===== config.mk =====
export PLATFORM = sky130hd
export DESIGN_NAME = bank_rr_grant_ctrl
export DESIGN_NICKNAME = d
export VERILOG_FILES = /design/src/rtl/bank_rr_grant_ctrl.sv
export SDC_FILE = /design/constraint.sdc
export NUM_CORES = 1
export LEC_CHECK = 0
export CORE_AREA = 3 3 128 130
export CTS_CLUSTER_DIAMETER = 60
export DETAILED_ROUTE_END_ITERATION = 7
export DIE_AREA = 0 0 131 133
export PLACE_DENSITY = 0.74
export SETUP_SLACK_MARGIN = 0.5
export SLEW_MARGIN = 5
export SYNTH_ARGS = -nofsm -noshare
export SYNTH_HDL_FRONTEND = slang
export SYNTH_SLANG_ARGS = --single-unit
export TNS_END_PERCENT = 100

===== constraint.sdc =====
create_clock -name clk -period 6.4 [get_ports clk]
set_input_delay 0.64 -clock clk [delete_from_list [all_inputs] [get_ports clk]]
set_output_delay 0.64 -clock clk [all_outputs]
set_load 0.01 [all_outputs]

===== src/rtl/bank_rr_grant_ctrl.sv =====
// bank_rr_grant_ctrl: round-robin bank grant stage wrapped around a rotating priority encoder
module bank_rr_grant_ctrl #(
    parameter int NUM_BNK_TOT = 16,
    parameter int IDX_W       = $clog2(NUM_BNK_TOT)
) (
    input  logic                                    clk,
    input  logic                                    rst_n,
    input  logic [NUM_BNK_TOT-1:0]                  bank_req,
    input  logic [NUM_BNK_TOT-1:0]                  bank_block,
    output logic [NUM_BNK_TOT-1:0]                  pe_in,
    input  logic [NUM_BNK_TOT-1:0][NUM_BNK_TOT-1:0] pe_out,
    output logic                                    cmd_valid,
    input  logic                                    cmd_ready,
    output logic [NUM_BNK_TOT-1:0]                  grant_oh,
    output logic [IDX_W-1:0]                        grant_idx,
    output logic [IDX_W-1:0]                        rr_ptr,
    output logic                                    pe_err
);
    typedef enum logic {IDLE, HOLD} state_t;
    state_t                 state_q;
    logic [NUM_BNK_TOT-1:0] grant_oh_q;
    logic [IDX_W-1:0]       grant_idx_q;
    logic [IDX_W-1:0]       rr_ptr_q;
    logic                   pe_err_q;
    logic                   accept;
    logic                   cancel;
    logic                   load;
    logic                   load_err;
    logic [IDX_W-1:0]       nxt_ptr;
    logic [IDX_W-1:0]       sel_row;
    logic [NUM_BNK_TOT-1:0] cand;
    logic [IDX_W-1:0]       cand_idx;
    assign cmd_valid = state_q == HOLD;
    assign grant_oh  = grant_oh_q;
    assign grant_idx = grant_idx_q;
    assign rr_ptr    = rr_ptr_q;
    assign pe_err    = pe_err_q;
    // The held bank is masked so it can never win again in the cycle it is held or accepted.
    assign pe_in    = bank_req & ~bank_block & ~(cmd_valid ? grant_oh_q : '0);
    assign accept   = cmd_valid & cmd_ready;
    assign cancel   = cmd_valid & ~cmd_ready & (~bank_req[grant_idx_q] | bank_block[grant_idx_q]);
    assign nxt_ptr  = (grant_idx_q == IDX_W'(NUM_BNK_TOT - 1)) ? '0 : grant_idx_q + IDX_W'(1);
    assign sel_row  = accept ? nxt_ptr : rr_ptr_q;
    assign cand     = pe_out[sel_row];
    assign load     = (!cmd_valid || accept) && (|pe_in);
    assign load_err = load && (!$onehot(cand) || |(cand & ~pe_in));
    // Binary index of the candidate's single set bit; zero when the candidate is empty.
    always_comb begin
        cand_idx = '0;
        for (int i = 0; i < NUM_BNK_TOT; i++)
            if (cand[i]) cand_idx = IDX_W'(i);
    end
    // Grant FSM: IDLE/HOLD with registered grant, pointer advance on accept, sticky encoder error.
    always_ff @(posedge clk or negedge rst_n) begin
        if (!rst_n) begin
            state_q     <= IDLE;
            grant_oh_q  <= '0;
            grant_idx_q <= '0;
            rr_ptr_q    <= '0;
            pe_err_q    <= 1'b0;
        end else begin
            if (accept) rr_ptr_q <= nxt_ptr;
            if (load && !load_err) begin
                state_q     <= HOLD;
                grant_oh_q  <= cand;
                grant_idx_q <= cand_idx;
            end else if (load || accept || cancel) begin
                state_q     <= IDLE;
                grant_oh_q  <= '0;
                grant_idx_q <= '0;
            end
            if (load_err) pe_err_q <= 1'b1;
        end
    end
endmodule


==> reports/summary.txt <==
Fin worst setup slack = -0.0319 ns
Final hold violations = 0
Rel. slew slack = 0.500
Gate Count Post-Synth = 554
Failing checks = setup timing
Leading area contributor after synthesis = mux2i_1
Most numerous cell in the Yosys netlist = nand2_1
Post-synth EDFFs = 0
Post-synth cell types = 73
Die height = 133 um
Min Clock Period, post-route = 6.43 ns
Core ar. = 0.0153 mm^2
Vias per Instance = 5.39
Reg2reg path depth = 23
Synth Register Bits = 26
TritonCTS clock tree = done
Layout cell share with drive strength beyond 1 = 0.257
CTS Buf Count = 3
Yosys Warn Count = 0
Pwr Total = 0.802 mW
Worst Setup End Kind = flip-flop
ANT cells = 0
Latest clock arrival within the worst-skew pair = 0.26 ns
Worst R2R Start = grant_idx[0]
Clk root buf = clkbuf_16
Crit Path Max Fanout = 9
Multi-input logic area = 0.00403 mm^2
Post-Syn Nets = 861
Area growth, synth to finish = 105%
FF+latch area = 653 um^2
All-layer global routing usage = 0.282
Gpl congestion = 0.946
WL/cell = 21.2 um
Peak VDD IR = 0.0000926 V
Worst Tran Pin Value = 0.738 ns
Final Util = 0.632
Congestion Overflow GR = 0
Main flop type after synthesis = dfrtp_1
Flop2flop setup slack = -0.03 ns
Worst-case clock buffer depth = 2
Final instance area = 0.00964 mm^2
Seq/Total Area, Yosys = 0.138
Initial antenna violation count = 0
Hold path endpoint = pe_err
Buffers on Ports = 332
Clk sinks = 26
Area contributors post-synth = mux2i_1, dfrtp_1, mux4_2
Hold buffers post-CTS = 0
Routed Antenna Nets = 0
Mapped Avg Cell Area = 8.50 um^2
Post-DP HPWL = 21600 um
Routed WL = 25700 um
Required time of the worst setup path = 6.59 ns
Via count = 6516
Clock skew = 0.00170 ns
CTS clk-pin slew, worst paths = 0.06 ns
Status = complete, but fails checks
Crit path arrival time = 6.62 ns
Startpoint Class = flip-flop
Max capacitance violation total = 0
Die width = 131 um
PwrDens = 83.2 mW/mm^2
Vias in the first global route = 6858
Area of the die = 0.0174 mm^2
Top-Level Pins = 333
First-pass GRT wire length = 38400 um
Initial Util = 0.308
Starting DRT DRC Count = 487
# DRC = 0
Lkg Pwr = 3.79 nW
Critical setup path kind = reg2reg
Fraction of registers with async set/reset = 1.00
Placed instance area = 0.00916 mm^2
Synth cell count leaders = nand2_1, mux2i_1, dfrtp_1
Drt pass-1 iters = 5
Final Cycle Share = 1.00
Hold WC Path Type = reg2reg
Synth top area share = 0.140
Final Setup Violations = 14
Worst flop-to-flop path endpoint = grant_oh[15]
Hold Path Depth = 1
H-tree depth = 1
Layout Nets = 1305
Std-Cell Rows = 45
Max Slew Vio Count = 0
Peak Freq = 155 MHz
Hold Startpoint = pe_err
RSZ-0062 raised after global routing = yes
Fillcell total = 1284
Setup TNS Final = -0.162 ns
Largest net degree at the start of global routing = 27
Cell Area, Synth = 0.00471 mm^2
[critical path, stage by stage, from the launching register on]
cell	delay [ns]
dfrtp_1	0.42
ha_4	0.20
xor2_4	0.16
o21ai_4	0.21
clkinv_4	0.12
buf_4	0.21
mux2i_1	0.13
mux2_2	0.32
a22oi_2	0.22
o21ai_2	0.10
fa_1	0.51
fa_1	0.52
fa_1	0.54
inv_1	0.05
fa_1	0.50
ha_2	0.19
fa_2	0.43
and4b_1	0.29
o221ai_2	0.10
nor4_2	0.19
o221ai_2	0.16
buf_4	0.17
or4_4	0.48
o21ai_2	0.15
[cell type report]
| cell class | count | share of cell area |
|---|---|---|
| Inverter | 26 | 0.0114 |
| Timing Repair Buffer | 474 | 0.466 |
| Clock buffer | 4 | 0.00922 |
| Tap cell | 211 | 0.0274 |
| Multi-Input combinational cell | 467 | 0.418 |
| Sequential cell | 26 | 0.0678 |
[how the worst max path moves through the flow]
stage | startpoint | endpoint | slack, ns | cells after the start
after global placement | cmd_ready | grant_idx[0] | -0.75 | 23
final | grant_idx[0] | grant_oh[15] | -0.03 | 23
after detailed placement | cmd_ready | grant_idx[0] | -0.82 | 23
after global routing | grant_idx[1] | grant_oh[15] | -0.25 | 25
after CTS | grant_idx[1] | grant_idx[0] | -0.08 | 22
after floorplan | cmd_ready | grant_idx[0] | 0.01 | 23
[report_power, final]
| part | internal (mW) | leakage [nW] | total (mW) | switching, mW |
|---|---|---|---|---|
| clock | 0.0957 | 0.0442 | 0.153 | 0.0569 |
| sequential | 0.165 | 0.355 | 0.165 | 0.000337 |
| combinational | 0.301 | 3.39 | 0.484 | 0.183 |
[sequential cells by signal, summed over array words and instances, names as in the netlist]
name and cells:
cmd_valid 1, grant_idx 4, grant_oh 16, pe_err 1, rr_ptr 4
[cells by family after synthesis]
family	count (synthesis)	synth area share
xor gates and xnor gates	2	0.00532
and+or+nand+nor	171	0.176
AOI/OAI and AO/OA	165	0.264
buffers and inverters	65	0.0686
DFF	26	0.138
adders and majority gates	16	0.0585
muxes	109	0.289
[metrics by stage]
step / hold WS (ns) / setup slack (ns) / instances
detailed placement: 0.476 / -0.825 / 1178
floorplan: 0.344 / 0.0131 / 554
global placement: 0.469 / -0.751 / 1178
global route: 0.522 / -0.255 / 1208
CTS: 0.494 / -0.0796 / 1207
finish: 0.490 / -0.0319 / 1208
[timing repair]
action / CTS / global route
gates cloned: 4 / 0
pin swaps: 22 / 4
setup endpoints to repair: 22 / 22
setup buffers: 21 / 1
gates resized for setup: 39 / 13
[cells in the final DEF (no fill, tap or decap), types with 5 or more instances in the layout]
cell type and count:
a22oi_1 6, nor4_1 5, o211a_1 8, a21oi_1 21, buf_6 7, a32oi_1 5, buf_12 6, a21boi_0 6
a211oi_1 10, clkdlybuf4s50_1 331, nand2_1 76, o21ai_1 14, nand2b_1 21, mux2i_1 62, nand3_1 15, fa_1 9
o211ai_1 16, dfrtp_1 24, o21ai_0 6, inv_1 20, nor2_1 18, a311oi_1 5, o21ai_2 10, buf_4 128
mux4_2 19, mux2_2 19
[layer usage]
metal  vias to the layer above  wire, um  global-route usage
met5                         -         0                   0
met4                         0       536              0.0577
met3                        45      1880              0.0388
met2                       333     13300               0.510
met1                      3108      9960               0.351
li1                       3030         -                   -
Note: power is estimated with default switching activity, not from simulation.
==> variant 1 (same flow settings) <==
Make the reset (`rst_n`) synchronous in one clocked block.
--- a/src/rtl/bank_rr_grant_ctrl.sv
+++ b/src/rtl/bank_rr_grant_ctrl.sv
@@ -53,3 +53,3 @@
     // Grant FSM: IDLE/HOLD with registered grant, pointer advance on accept, sticky encoder error.
-    always_ff @(posedge clk or negedge rst_n) begin
+    always_ff @(posedge clk) begin
         if (!rst_n) begin
Function: differs if rst_n is asserted again (counterexample within 4 cycles, from zero or initial values and one cycle with rst_n low); with rst_n held inactive, the same outputs for 4 cycles.
==> variant 1 against the original RTL <==
- final area up 6.1%
- area after synthesis up 6.0%
- setup slack better by 0.44 ns
- wire length up 9.2%
- critical endpoint is now grant_idx[0]$_SDFFE_PN0P_
- combinational power is 8.1% lower
- critical path type unchanged
- total power decreased by 1.4%
- sequential cell count stayed put
- hold slack lost 0.020 ns
- core utilization rose by 3.9 points
- non-clock buffer count rose by 7
==> variant 1: results (changes against the original RTL) <==
| Metric | Value |
|---|---|
| Status | finished, final reports clean (was finished with violations) |
| Fin Clk Skew | 0.00164 ns (was 0.00170 ns) |
| Layout fillers | 1245 (was 1284) |
| CP endpoint | grant_idx[0]$_SDFFE_PN0P_ (was grant_oh[15]$_DFFE_PN0P_) |
| Ys async rst share | 0 (was 1.00) |
| Via density | 5.62 (was 5.39) |
| Routed met2 length | 13.6 mm (was 13.3 mm) |
| Initial antenna violation count | 7 (was 0) |
| Synth area leader | dfxtp_1 (was mux2i_1) |
| Setup slack, reg-to-reg | 0.41 ns (was -0.03 ns) |
| Post-DP HPWL | 21.8 mm (was 21.6 mm) |
| Met3 usage | 0.0545 (was 0.0388) |
| Layout cells sized above 1 | 0.230 (was 0.257) |
| Post_cts resized | 51 (was 39) |
| Hold Path Depth | 2 (was 1) |
| Most frequent cells after synthesis | nand2_1 (117), and3_1 (44), mux2i_1 (44), a211oi_1 (39), nand3_1 (39) (was nand2_1 (79), mux2i_1 (66), dfrtp_1 (26), a21oi_1 (23)) |
| Synth unique cells | 68 (was 73) |
| GPL Wtd Cong | 0.989 (was 0.946) |
| Comb power | 0.000445 W (was 0.000484 W) |
| Crit path DAT | 6.20 ns (was 6.62 ns) |
| Dpl cells | 1256 (was 1178) |
| WL met1 | 11.1 mm (was 9.96 mm) |
| Hold endpoint | grant_oh[13]$_SDFFE_PN0P_ (was pe_err$_DFFE_PN0P_) |
| Placed cell area | 9160 um2 (about the same) |
| Post-CTS setup buffers | 15 (was 21) |
| Post-Syn Instances | 669 (was 554) |
| DR vias | 7344 (was 6516) |
| CP max FO | 16 (was 9) |
| VDD IR max | 0.107 mV (was 0.0926 mV) |
| Min-Delay Startpoint | grant_oh[13]$_SDFFE_PN0P_ (was pe_err$_DFFE_PN0P_) |
| CP startpoint kind | flop (unchanged) |
| Final #Nets | 1398 (was 1305) |
| Largest net degree at the start of global routing | 29 (was 27) |
| Clock Tree Root | clkbuf_16 (unchanged) |
| Synth top area cells | dfxtp_1 (10%), mux2i_1 (8.8%), nand2_1 (8.8%) (was mux2i_1 (14%), dfrtp_1 (14%), mux4_2 (9.1%)) |
| Drt first-iter violations | 656 (was 487) |
| Reg-to-reg startpoint | grant_idx[1]$_SDFFE_PN0P_ (was grant_idx[0]$_DFFE_PN0P_) |
| Met3 routed wirelength | 2.39 mm (was 1.88 mm) |
| Met2 Track Usage GR | 0.494 (was 0.510) |
| Synthesized net count | 976 (was 861) |
| Clock group power | 0.000185 W (was 0.000153 W) |
| Vias in the first global route | 7220 (was 6858) |
| Post-synthesis sequential area ratio | 0.104 (was 0.138) |
| Worst slew pin tran | 0.827 ns (was 0.738 ns) |
| Leak | 3.91 nW (was 3.79 nW) |
| Met1 Use GR | 0.369 (was 0.351) |
| First-pass GRT wire length | 40.1 mm (was 38.4 mm) |
==> variant 1: layout make-up <==
class / instances / share of cell area
inverter: 17 / 0.00624
clock buffer: 3 / 0.00734
clock inverter: 1 / 0.00294
antenna: 5 / 0.00122
timing repair buffer: 481 / 0.480
multi-input combinational: 562 / 0.425
sequential: 26 / 0.0520
tap: 211 / 0.0258
==> variant 1: worst max-delay path, stage by stage, from the launching register on <==
cell and delay, ns:
dfxtp_4 0.36, ha_4 0.17, and3_4 0.20, o21ai_4 0.19, buf_12 0.14, buf_12 0.15, buf_6 0.15, a211oi_2 0.04
a311oi_1 0.32, or3_4 0.21, o31ai_4 0.08, fa_1 0.50, fa_1 0.52, fa_1 0.54, inv_2 0.04, fa_1 0.49
ha_2 0.21, fa_2 0.43, and4b_1 0.29, o221ai_2 0.10, nor4_2 0.24, buf_4 0.24, and2_4 0.17, a41o_1 0.16
==> variant 1: stage by stage <==
step / utilization / hold slack, ns / worst slack (ns) / total power, W / TNS [ns]
detailed placement: 0.600 / 0.463 / -0.340 / 0.000573 / -6.49
CTS: 0.635 / 0.475 / 0.336 / 0.000770 / 0
global placement: 0.600 / 0.457 / -0.252 / 0.000569 / -4.74
finish: 0.670 / 0.471 / 0.407 / 0.000791 / 0
global route: 0.670 / 0.503 / 0.218 / 0.000834 / 0
floorplan: - / 0.484 / 0.501 / 0.000325 / 0
==> variant 1: cell families (layout without fill, tap and decap cells) <==
family                   Yosys count  after routing  synth area share
flip-flops                        26             26             0.104
other                              0              5                 0
XOR/XNOR                           1              1           0.00176
AO/OA/AOI/OAI                    205            205             0.324
adder cells (fa/ha/maj)           16             16            0.0552
multiplexers                      54             54             0.124
AND/OR/NAND/NOR                  286            286             0.297
buffers and inverters             81            502            0.0935
==> variant 2 (config.mk and constraints unchanged) <==
Without the edit above. Set the parameter `NUM_BNK_TOT` to 32 (it was 16).
--- a/src/rtl/bank_rr_grant_ctrl.sv
+++ b/src/rtl/bank_rr_grant_ctrl.sv
@@ -2,3 +2,3 @@
 module bank_rr_grant_ctrl #(
-    parameter int NUM_BNK_TOT = 16,
+    parameter int NUM_BNK_TOT = 32,
     parameter int IDX_W       = $clog2(NUM_BNK_TOT)
Interface: changed (7 resized); port bits go from 333 to 1167. The function was not compared with the original's and may differ.
==> variant 2 against the original RTL <==
- the run now fails in global placement without I/O
- area after synthesis rose to 3.1 times the old value
==> variant 2: results (changes against the original RTL) <==
| Metric | Value |
|---|---|
| Synth unique cells | 87 (was 73) |
| YS warnings | 0 (unchanged) |
| Std-Cell Rows | 45 (unchanged) |
| Post-Syn Instances | 2386 (was 554) |
| Most used DFF post-synth | dfrtp_1 (unchanged) |
| Status | aborted with a tool error (was finished with violations) |
| First Err | [ERROR GPL-0301] Utilization 114.182 % exceeds 100%. |
| Number of synthesized register bits | 44 (was 26) |
| Stopped at | global placement without I/O |
| Synth top area cells | nand2_1 (21%), nand3_1 (8.1%), dfrtp_1 (7.5%) (was mux2i_1 (14%), dfrtp_1 (14%), mux4_2 (9.1%)) |
| Synthesized net count | 3510 (was 861) |
| Most frequent cells after synthesis | nand2_1 (801), nand3_1 (236), and3_1 (149), a211oi_1 (110), a311oi_1 (99) (was nand2_1 (79), mux2i_1 (66), dfrtp_1 (26), a21oi_1 (23)) |
| Post-synthesis sequential area ratio | 0.0753 (was 0.138) |
| Ys async rst share | 1.00 (unchanged) |
## variant 2: changes by cell type after synthesis, moves of 30 or more
cell	delta
nand3_1	+220
and3_1	+144
mux2i_1	-31
a31o_2	+30
a311oi_1	+94
a31oi_1	+58
a211oi_1	+100
buf_4	+38
nor2_1	+33
nand2_1	+722
inv_1	+46
clkbuf_1	+53
buf_2	+80
## variant 2: cell families after synthesis
family | Yosys count | synth area share
adder cells (fa/ha/maj) | 33 | 0.0405
AND/OR/NAND/NOR | 1364 | 0.422
XOR/XNOR | 1 | 0.00111
buffers and inverters | 312 | 0.109
AO/OA/AOI/OAI | 586 | 0.312
flip-flops | 44 | 0.0753
multiplexers | 46 | 0.0401
